$ cat src/rtl/ser_par_pkg.sv
// Shared definitions for the detector threshold serial-to-parallel converter.
package ser_par_pkg;

  localparam int unsigned SOGLIA_W = 12;

  typedef logic signed [SOGLIA_W-1:0] soglia_t;

endpackage

$ cat src/rtl/ser_par_bitcnt.sv
// Word-boundary counter: pulses done for one cycle after the edge completing each WIDTH-bit word.
module ser_par_bitcnt
  import ser_par_pkg::*;
#(
  parameter int unsigned WIDTH = SOGLIA_W
) (
  input  logic clk,
  input  logic rst,
  input  logic en,
  output logic done
);

  localparam int unsigned CW = $clog2(WIDTH + 1);

  logic [CW-1:0] cnt;
  logic          wrap;

  always_comb begin
    wrap = en && (cnt == CW'(WIDTH - 1));
  end

  always_ff @(posedge clk or negedge rst) begin
    if (!rst) begin
      cnt  <= '0;
      done <= 1'b0;
    end else begin
      done <= wrap;
      if (en) begin
        cnt <= wrap ? '0 : cnt + 1'b1;
      end
    end
  end

endmodule

$ cat src/rtl/ser_par_conv.sv
// Serial-to-parallel threshold loader, MSB first; soglia is the live shift register.
// Define SER_PAR_VALID_EN to add the soglia_valid word-complete pulse.
module ser_par_conv
  import ser_par_pkg::*;
#(
  parameter int unsigned WIDTH = SOGLIA_W
) (
  input  logic                    clk,
  input  logic                    rst,
  input  logic                    enable,
  input  logic                    din,
`ifdef SER_PAR_VALID_EN
  output logic                    soglia_valid,
`endif
  output logic signed [WIDTH-1:0] soglia
);

  if (WIDTH < 2) begin : g_width_check
    $error("ser_par_conv: WIDTH must be >= 2");
  end

  always_ff @(posedge clk or negedge rst) begin
    if (!rst) begin
      soglia <= '0;
    end else if (enable) begin
      soglia <= {soglia[WIDTH-2:0], din};
    end
  end

`ifdef SER_PAR_VALID_EN
  ser_par_bitcnt #(
    .WIDTH(WIDTH)
  ) u_bitcnt (
    .clk (clk),
    .rst (rst),
    .en  (enable),
    .done(soglia_valid)
  );
`endif

endmodule

$ cat config.mk
export PLATFORM = sky130hd
export DESIGN_NAME = ser_par_conv
export DESIGN_NICKNAME = d
export VERILOG_FILES = /design/src/rtl/ser_par_pkg.sv /design/src/rtl/ser_par_bitcnt.sv /design/src/rtl/ser_par_conv.sv
export SDC_FILE = /design/constraint.sdc
export NUM_CORES = 1
export LEC_CHECK = 0
export ABC_AREA = 1
export ABC_CLOCK_PERIOD_IN_PS = 900
export BUFFER_PORTS_ARGS = -buffer_cell sky130_fd_sc_hd__buf_2
export CELL_PAD_IN_SITES_DETAIL_PLACEMENT = 1
export CELL_PAD_IN_SITES_GLOBAL_PLACEMENT = 1
export CORE_UTILIZATION = 30
export DETAILED_ROUTE_END_ITERATION = 6
export PLACE_DENSITY_LB_ADDON = 0.1
export SYNTH_ARGS = -nofsm -noshare
export SYNTH_HDL_FRONTEND = slang
export SYNTH_SLANG_ARGS = --single-unit
$ cat constraint.sdc
create_clock -name clk -period 0.9 [get_ports clk]
set_clock_uncertainty 0.15 [all_clocks]
set_input_delay 0.18 -clock clk [delete_from_list [all_inputs] [get_ports clk]]
set_output_delay 0.18 -clock clk [all_outputs]
set_load 0.03 [all_outputs]
==> summary.txt, run 1 <==
Routing
  • Drt via density: 4.63
  • Drt pass-1 iters: 2
  • Avg WL per Cell: 14.3 um
  • Aggregate routed wire length: 1390 um
  • Starting DRT DRC Count: 3
  • Final ANT Viol Nets: 0
  • Vias: 449
  • DRC violations left: 0

Die
  • Die width: 41.1 um
  • Starting density of the core: 33.5%
  • Cell Rows: 13
  • Core Box Area: 1370 sq um
  • Die height: 41.1 um
  • Die ar.: 1690 sq um
  • I/O Pins: 16

Logic synthesis
  • Top cell type's share of synthesized area: 65.6%
  • Netlist cell types: 5
  • Area leader, netlist: dfrtp_1
  • #FFs+latches synth: 12
  • Sequential area share after synthesis: 65.6%
  • Syn nets: 55
  • Syn Inst Count: 51
  • Yosys warnings: 0
  • EDFF count, synth: 0
  • Dominant synthesized flop cell: dfrtp_1
  • Largest cells by area after synthesis: dfrtp_1, nand2_1, buf_6
  • Post-synth ARST share: 100%
  • Most numerous cell in the Yosys netlist: nand2_1
  • Commonest cells post-synth: nand2_1, dfrtp_1, buf_4, buf_6, inv_2
  • Mean Syn Cell Area: 8.98 sq um
  • Mapped cell area: 458 sq um

Worst setup path
  • Critical setup path kind: flip-flop to primary output
  • Slowest cell on crit path: dfrtp_1
  • Worst setup SP type: flip-flop
  • Cells along the critical path: buf_6
  • Worst EP required: 0.57 ns
  • Crit. End Element: primary output
  • Crit path buf inv count: 1
  • Critical Path Fanout Max: 3
  • Top delay family on crit path: flip-flops
  • Crit path DAT: 0.84 ns
  • CP max stage delay: 0.42 ns

Timing
  • Max Freq: 856 MHz
  • Worst slew margin: 76.6%
  • # setup viols final: 14
  • Final Hold Slack: -0.0372 ns
  • Tmin final: 1.17 ns
  • Final setup margin: -0.268 ns
  • Worst slew pin tran: 0.350 ns
  • RSZ-0062 raised after global routing: true
  • Fin. Hold Viols: 1
  • Final worst path period share: 130%
  • Max-slew violations: 0

Place
  • DP Cell Count: 82
  • I/O Buffers: 15
  • DP Wirelength: 688 um
  • GPL Wtd Cong: 0.558

Layout
  • Antenna diodes: 0
  • Largest Register: soglia
  • Share of cells above drive strength 1: 67.1%
  • Top Registers: soglia: 12 flops
  • Fill count: 161
  • Area growth syn-to-layout: 88.3%
  • Fin util: 63.1%
  • Max reg flops: 12
  • Non-Filler Instances: 97
  • Nets: 88

GRT
  • Grt ovf: 0
  • Largest net degree at the start of global routing: 13
  • Total GRT Usage: 16.4%
  • Vias in the first global route: 398
  • First-pass GRT wire length: 1720 um
  • Initial antenna violation count: 0

Run
  • MaxCap Viol Count: 0

Pwr
  • Lkg Pwr: 0.482 nW
  • Pwr Density: 1980 nW/um^2
  • Peak VDD IR: 1.16 mV

Status
  • Failing checks: hold timing, setup timing
  • Outcome: finished, violations left

Clock tree
  • Clock root buffer: clkbuf_4
  • Clk sink count: 12
  • Clock Path Buffers: 2
  • # H-tree levels: 1
  • Clock transition at the registers of the reported paths: 0.08 ns
  • Worst-Skew Late Latency: 0.27 ns
  • CTS Hold Buffers Added: 1
  • TritonCTS clock tree: yes
  • CTS Buf Count: 3

Worst hold path
  • Worst min path class: input port to flip-flop
==> final timing paths <==
check | start | to | slack [ns] | cells after the start
max in group asynchronous | rst | soglia[8] | 0.20 | 2
min | din | soglia[0] | -0.04 | 3
min in group asynchronous | rst | soglia[7] | 0.17 | 2
max | soglia[2] | soglia[2] | -0.27 | 1
min reg2reg | soglia[2] | soglia[3] | 0.41 | 2
max reg2reg | soglia[9] | soglia[9] | -0.03 | 3
==> cell type report <==
class / instances / area (sq um) / share of cell area (%)
clock buffers: 3 / 22.5 / 2.61
inverters: 1 / 3.75 / 0.435
multi-input cells: 36 / 210 / 24.4
flip-flops and latches: 12 / 300 / 34.8
well taps: 15 / 18.8 / 2.18
repair buffers: 30 / 307 / 35.6
==> report_power, final <==
group / leakage (nW) / internal (mW) / switching [mW]
Combinational: 0.311 / 0.342 / 0.349
Clock: 0.0138 / 0.155 / 0.175
Sequential: 0.157 / 0.616 / 0.0729
==> stage by stage <==
step / setup WS [ns] / instance area (sq um) / power, mW / TNS (ns)
final: -0.268 / 862 / 1.71 / -3.05
after global routing: -0.299 / 862 / 1.80 / -3.62
after CTS: -0.274 / 748 / 1.58 / -2.92
after detailed placement: 0.00478 / 556 / 1.04 / 0
after global placement: 0.00710 / 556 / 1.03 / 0
after floorplan: 0.00520 / 458 / 0.912 / 0
==> layout by cell type, fill, tap and decap left out, drive strengths merged <==
cell	instances
clkbuf	3
dfrtp	12
nand2	36
inv	1
buf	29
dlygate4sd3	1
==> layer usage <==
metal | vias up | track usage (%) | wire length [um]
met5 | - | 0 | 0
met4 | 0 | 7.50 | 7
met3 | 2 | 5.43 | 47
met2 | 11 | 24.6 | 725
met1 | 222 | 20.9 | 611
li1 | 214 | - | -
==> logic make-up after synthesis <==
logic type	Yosys count	synth area share [%]
simple gates	36	29.5
flops	12	65.6
buf+inv	3	4.92
==> timing repair <==
item	in CTS	in global routing
endpoints found under the setup margin	12	24
resized for setup	25	36
endpoints found under the hold margin	13	1
setup buffers	11	3
pin swaps	0	10
(Power assumes the default switching activity.)
==> run 2: changes to the inputs <==
--- a/config.mk
+++ b/config.mk
@@ -5,12 +5,11 @@
 export SDC_FILE = /design/constraint.sdc
 export NUM_CORES = 1
 export LEC_CHECK = 0
-export ABC_AREA = 1
 export ABC_CLOCK_PERIOD_IN_PS = 900
 export BUFFER_PORTS_ARGS = -buffer_cell sky130_fd_sc_hd__buf_2
 export CELL_PAD_IN_SITES_DETAIL_PLACEMENT = 1
 export CELL_PAD_IN_SITES_GLOBAL_PLACEMENT = 1
-export CORE_UTILIZATION = 30
+export CORE_UTILIZATION = 37
 export DETAILED_ROUTE_END_ITERATION = 6
 export PLACE_DENSITY_LB_ADDON = 0.1
 export SYNTH_ARGS = -nofsm -noshare
==> run 2 against run 1 <==
Net effect: the run ends with setup timing left; utilization is 8.9 points higher; non-clock buffer count is 2 lower; fmax is 0.43% lower; critical endpoint is now soglia[4]; largest cell class is now sequential cells.
==> summary.txt, run 2 <==
Status
  • Outcome: finished, violations left
  • Failing checks: setup timing

Clock tree
  • # H-tree levels: 1 (unchanged)
  • Clock transition at the registers of the reported paths: 0.07 ns (about the same)
  • TritonCTS clock tree: yes
  • Clk sink count: 12 (unchanged)
  • Clock root buffer: clkbuf_4
  • Worst-Skew Late Latency: 0.27 ns (about the same)
  • Clock Path Buffers: 2 (unchanged)
  • CTS Buf Count: 3 (unchanged)

Routing
  • Aggregate routed wire length: 1140 um (-18%)
  • DRC violations left: 0 (unchanged)
  • Avg WL per Cell: 16.5 um (+15%)
  • Final ANT Viol Nets: 0 (unchanged)
  • Vias: 328 (-27%)
  • Drt pass-1 iters: 1 (-1)
  • Starting DRT DRC Count: 0 (-3)
  • Drt via density: 4.75 (+2.7%)

Pwr
  • Pwr Density: 3350 nW/um^2 (+69%)
  • Power Internal: 1.81 mW (+62%)
  • Sw power: 0.979 mW (+64%)
  • Clock share of power: 11.4% (-7.9 points)
  • Total power: 2.79 mW (+63%)
  • Net Sw Frac: 35.2% (+0.24 points)
  • Peak VDD IR: 1.57 mV (+35%)
  • Flop pwr share: 33.6% (-6.7 points)
  • Lkg Pwr: 0.405 nW (-16%)
  • Gate power share: 55.0% (+15 points)

Logic synthesis
  • Commonest cells post-synth: dfrtp_1, mux2_4, mux2_2
  • Mapped cell area: 484 sq um (+5.7%)
  • Netlist cell types: 4 (-1)
  • Mean Syn Cell Area: 19.4 sq um (+120%)
  • Dominant synthesized flop cell: dfrtp_1
  • #FFs+latches synth: 12 (unchanged)
  • Top cell type's share of synthesized area: 62.0% (-3.6 points)
  • EDFF count, synth: 0 (unchanged)
  • Syn Inst Count: 25 (-51%)
  • Most numerous cell in the Yosys netlist: dfrtp_1
  • Yosys warnings: 0 (unchanged)
  • Largest cells by area after synthesis: dfrtp_1, mux2_4, mux2_2
  • Sequential area share after synthesis: 62.0% (-3.6 points)
  • Area leader, netlist: dfrtp_1
  • Post-synth ARST share: 100% (unchanged)
  • Syn nets: 29 (-47%)

Die
  • I/O Pins: 16 (unchanged)
  • Core Box Area: 1160 sq um (-15%)
  • Die height: 38.2 um (-7.0%)
  • Starting density of the core: 41.9% (+8.4 points)
  • Die width: 38.2 um (-7.0%)
  • Cell Rows: 12 (-1)
  • Die ar.: 1460 sq um (-14%)

GRT
  • Grt ovf: 0 (unchanged)
  • Largest net degree at the start of global routing: 13 (unchanged)
  • Initial antenna violation count: 0 (unchanged)
  • Vias in the first global route: 357 (-10%)
  • Total GRT Usage: 20.4% (+4.0 points)
  • First-pass GRT wire length: 1750 um (+2.0%)

Timing
  • Final setup margin: -0.273 ns (-0.00507 ns)
  • Final worst path period share: 130% (+0.56 points)
  • Fin. Hold Viols: 0 (-1)
  • # setup viols final: 24 (+10)
  • Final Hold Slack: 0.0167 ns (+0.0539 ns)
  • Worst slew margin: 82.4% (+5.7 points)
  • RSZ-0062 raised after global routing: true
  • Worst slew pin tran: 0.264 ns (-0.0855 ns)
  • Tmin final: 1.17 ns (+0.00507 ns)
  • Max-slew violations: 0 (unchanged)
  • Max Freq: 852 MHz (-0.43%)

Worst setup path
  • Worst EP required: 0.57 ns (about the same)
  • Top delay family on crit path: flip-flops
  • Slowest cell on crit path: dfrtp_2
  • CP max stage delay: 0.43 ns (about the same)
  • Crit. End Element: primary output
  • Crit path DAT: 0.84 ns (about the same)
  • Cells along the critical path: buf_6
  • Crit path buf inv count: 1 (unchanged)
  • Critical Path Fanout Max: 2 (-1)
  • Reg2reg path depth: 2 (-1)
  • Stages on worst setup path: 1 (unchanged)
  • Critical setup path kind: flip-flop to primary output
  • CP Launch Point: soglia[4]
  • Worst setup SP type: flip-flop
  • R2R Setup Slk: -0.18 ns (-0.15 ns)
  • Reg2Reg Launch Point: soglia[8]

Place
  • I/O Buffers: 15 (unchanged)
  • Pre-CTS setup slack: -0.142 ns (-0.147 ns)
  • GPL Wtd Cong: 0.666 (+19%)
  • DP Cell Count: 54 (-34%)

Layout
  • Antenna diodes: 0 (unchanged)
  • Area growth syn-to-layout: 71.8%
  • Fill count: 105 (-35%)
  • Non-Filler Instances: 69 (-29%)
  • Nets: 61 (-31%)
  • Largest Register: soglia
  • Top Registers: soglia: 12 flops
  • Max reg flops: 12 (unchanged)
  • Commonest non-fill, non-tap cell in the layout: buf_6
  • Most frequent cells in the layout: buf_6, mux2_4, dfrtp_2
  • Share of cells above drive strength 1: 98.2% (+31 points)

Worst hold path
  • Worst hold stages: 2 (-1)
  • Worst min path class: input port to flip-flop
  • Min-Delay Startpoint: din

Run
  • MaxCap Viol Count: 0 (unchanged)
-- run 2: cell types whose count changed after synthesis, sizes merged --
cell   previous run  this run
mux2              0        12
inv               1         0
nand2            36         0
buf               2         1
-- run 2: timing repair --
action	4_1_cts	5_1_grt
hold endpoints to repair	12	0
setup buffers	11	0
resized for setup	30	4
hold buffers	1	0
endpoints found under the setup margin	24	24
gates cloned	0	0
-- run 2: path summary, 6_finish.rpt --
kind,end
worst max register to register,soglia[9]
worst max-delay path,soglia[4]
worst min register to register,soglia[11]
min in group asynchronous,soglia[8]
max in group asynchronous,soglia[11]
worst min-delay path,soglia[0]
-- run 2: per-stage QoR --
step / cell area, sq um / util (%) / TNS [ns]
global placement: 604 / 52.3 / -1.33
detailed placement: 604 / 52.3 / -1.53
CTS: 817 / 70.7 / -5.03
floorplan: 503 / - / -1.31
finish: 832 / 72.0 / -5.07
global route: 832 / 72.0 / -5.45
-- run 2: cell type report --
type / instances / area, sq um / area share (%)
multi-input cells: 12 / 180 / 21.7
well taps: 14 / 17.5 / 2.11
clock buffers: 3 / 22.5 / 2.71
repair buffers: 28 / 297 / 35.6
flip-flops and latches: 12 / 315 / 37.9
-- run 2: layer usage --
layer,vias up,GRT usage (%),wire length (um)
met5,-,0,0
met2,15,35.6,635
met1,162,19.2,392
li1,147,-,-
met4,0,18.8,43
met3,4,4.65,66
-- run 2: logic make-up after synthesis --
family   synth area share [%]
mux                      35.7
flops                    62.0
buf+inv                  2.33
-- run 2: power by group through the flow --
stage	Clock, mW	Combinational [mW]	Sequential, mW
after CTS	0.324	1.47	0.913
after floorplan	0	0.279	1.27
after detailed placement	0	0.904	0.916
final	0.317	1.53	0.935
after global routing	0.345	1.60	0.956
after global placement	0	0.896	0.890
==> run 3: changes to the inputs <==
--- a/config.mk
+++ b/config.mk
@@ -12,6 +12,7 @@
 export CORE_UTILIZATION = 37
 export DETAILED_ROUTE_END_ITERATION = 6
 export PLACE_DENSITY_LB_ADDON = 0.1
+export SKIP_CTS_REPAIR_TIMING = 1
 export SYNTH_ARGS = -nofsm -noshare
 export SYNTH_HDL_FRONTEND = slang
 export SYNTH_SLANG_ARGS = --single-unit
==> run 3 against run 2 <==
Net effect: the run still ends with setup timing left; sequential cell count unchanged; register-to-register slack about the same; critical path depth is the same; count of clock-buffer cells in the layout unchanged; routed wire length fell by 16%; cell count fell by 8.7%; first-iteration DRC count did not move; cell area decreased by 8.1%; die area unchanged; clock power is 3% lower; sequential power rose by 0.9%; worst hold slack better by 0.0087 ns; critical path type unchanged; largest cell class unchanged; highest routed layer is now met3.
==> summary.txt, run 3 (synthesized netlist as in run 2, its figures left out) <==
GRT
  • First-pass GRT wire length: 1430 um (-18%)
  • Largest net degree at the start of global routing: 13 (unchanged)
  • Vias in the first global route: 296 (-17%)
  • Total GRT Usage: 15.2% (-5.2 points)
  • Grt ovf: 0 (unchanged)
  • Initial antenna violation count: 0 (unchanged)

Routing
  • Drt pass-1 iters: 1 (unchanged)
  • Aggregate routed wire length: 952 um (-16%)
  • Avg WL per Cell: 15.1 um (-8.3%)
  • Final ANT Viol Nets: 0 (unchanged)
  • DRC violations left: 0 (unchanged)
  • Starting DRT DRC Count: 0 (unchanged)
  • Drt via density: 4.75 (-0.16%)
  • Vias: 299 (-8.8%)

Worst setup path
  • CP Launch Point: soglia[0]
  • Critical setup path kind: flip-flop to primary output
  • R2R Setup Slk: -0.18 ns (about the same)
  • Worst R2R End: soglia[4]
  • Crit path buf inv count: 1 (unchanged)
  • Cells along the critical path: buf_6
  • CP max stage delay: 0.43 ns (about the same)
  • Worst EP required: 0.57 ns (about the same)
  • Crit path DAT: 0.83 ns (about the same)
  • Reg2Reg Launch Point: soglia[3]
  • Reg2reg path depth: 2 (unchanged)
  • Critical Path Fanout Max: 3 (+1)
  • Crit. End Element: primary output
  • Slowest cell on crit path: dfrtp_2
  • Worst setup SP type: flip-flop
  • Top delay family on crit path: flip-flops

Die
  • Starting density of the core: 41.9% (unchanged)
  • Die width: 38.2 um (unchanged)
  • Die height: 38.2 um (unchanged)
  • I/O Pins: 16 (unchanged)
  • Die ar.: 1460 sq um (unchanged)
  • Core Box Area: 1160 sq um (unchanged)
  • Cell Rows: 12 (unchanged)

Layout
  • Most frequent cells in the layout: buf_6, dfrtp_2, mux2_4
  • Share of cells above drive strength 1: 98.0% (-0.22 points)
  • Commonest non-fill, non-tap cell in the layout: buf_6
  • Nets: 55 (-9.8%)
  • Top Registers: soglia: 12 flops
  • Area growth syn-to-layout: 57.9%
  • Max reg flops: 12 (unchanged)
  • Antenna diodes: 0 (unchanged)
  • Largest Register: soglia

Timing
  • Total Negative Setup Slacks: -4.38 ns (+0.699 ns)
  • Final setup margin: -0.264 ns (+0.00927 ns)
  • Worst slew margin: 82.3% (-0.13 points)
  • Final worst path period share: 129% (-1.0 points)
  • RSZ-0062 raised after global routing: true
  • Max-slew violations: 0 (unchanged)
  • Max Freq: 859 MHz (+0.80%)
  • Fin. Hold Viols: 0 (unchanged)
  • Final Hold Slack: 0.0253 ns (+0.00866 ns)
  • Worst slew pin tran: 0.266 ns (+0.00196 ns)
  • # setup viols final: 24 (unchanged)
  • Tmin final: 1.16 ns (-0.00927 ns)

Place
  • Pre-CTS setup slack: -0.142 ns (unchanged)
  • I/O Buffers: 15 (unchanged)
  • GPL Wtd Cong: 0.666 (unchanged)

Clock tree
  • Worst-Skew Late Latency: 0.26 ns (about the same)
  • Clock root buffer: clkbuf_4
  • Clk sink count: 12 (unchanged)
  • # H-tree levels: 1 (unchanged)
  • CTS Buf Count: 3 (unchanged)
  • Clock Path Buffers: 2 (unchanged)
  • Clock transition at the registers of the reported paths: 0.07 ns (about the same)
  • TritonCTS clock tree: yes

Pwr
  • Total power: 2.50 mW (-10%)
  • Pwr Density: 3270 nW/um^2 (-2.5%)
  • Peak VDD IR: 1.40 mV (-11%)
  • Lkg Pwr: 0.365 nW (-9.7%)

Worst hold path
  • Min-Delay Startpoint: din
  • Hold Path End: soglia[0]
  • Worst hold stages: 2 (unchanged)
  • Worst min path class: input port to flip-flop

Status
  • Failing checks: setup timing
  • Outcome: finished, violations left

Run
  • MaxCap Viol Count: 0 (unchanged)
-- run 3: cell type report --
class,count,area (sq um)
well taps,14,17.5
fillers,110,392
repair buffers,22,233
multi-input cells,12,176
flip-flops and latches,12,315
clock buffers,3,22.5
-- run 3: metrics by stage --
step	util [%]	instances	area, sq um
after floorplan	-	25	503
after global placement	52.3	54	604
after detailed placement	52.3	54	604
after CTS	54.2	57	627
after global routing	66.1	63	764
final	66.1	63	764
-- run 3: metal layers --
| metal | part of all wire, % | vias up | global-route usage [%] |
|---|---|---|---|
| met5 | 0 | - | 0 |
| met4 | 0 | 0 | 10.7 |
| met3 | 6.2 | 0 | 3.49 |
| met2 | 53 | 13 | 22.0 |
| met1 | 40 | 150 | 19.8 |
| li1 | - | 136 | - |
-- run 3: how the worst max path moves through the flow --
stage,to,slack [ns],depth (start not counted)
finish,soglia[0],-0.26,1
global route,soglia[0],-0.29,1
CTS,soglia[8],-0.30,1
detailed placement,soglia[0],-0.14,3
global placement,soglia[4],-0.12,3
floorplan,soglia[0],-0.11,1
-- run 3: report_power, final --
part / leakage, nW / internal [mW] / total (mW) / switching (mW)
Sequential: 0.130 / 0.762 / 0.943 / 0.181
Combinational: 0.222 / 0.695 / 1.25 / 0.553
Clock: 0.0138 / 0.154 / 0.307 / 0.152
Total: 0.365 / 1.61 / 2.50 / 0.886
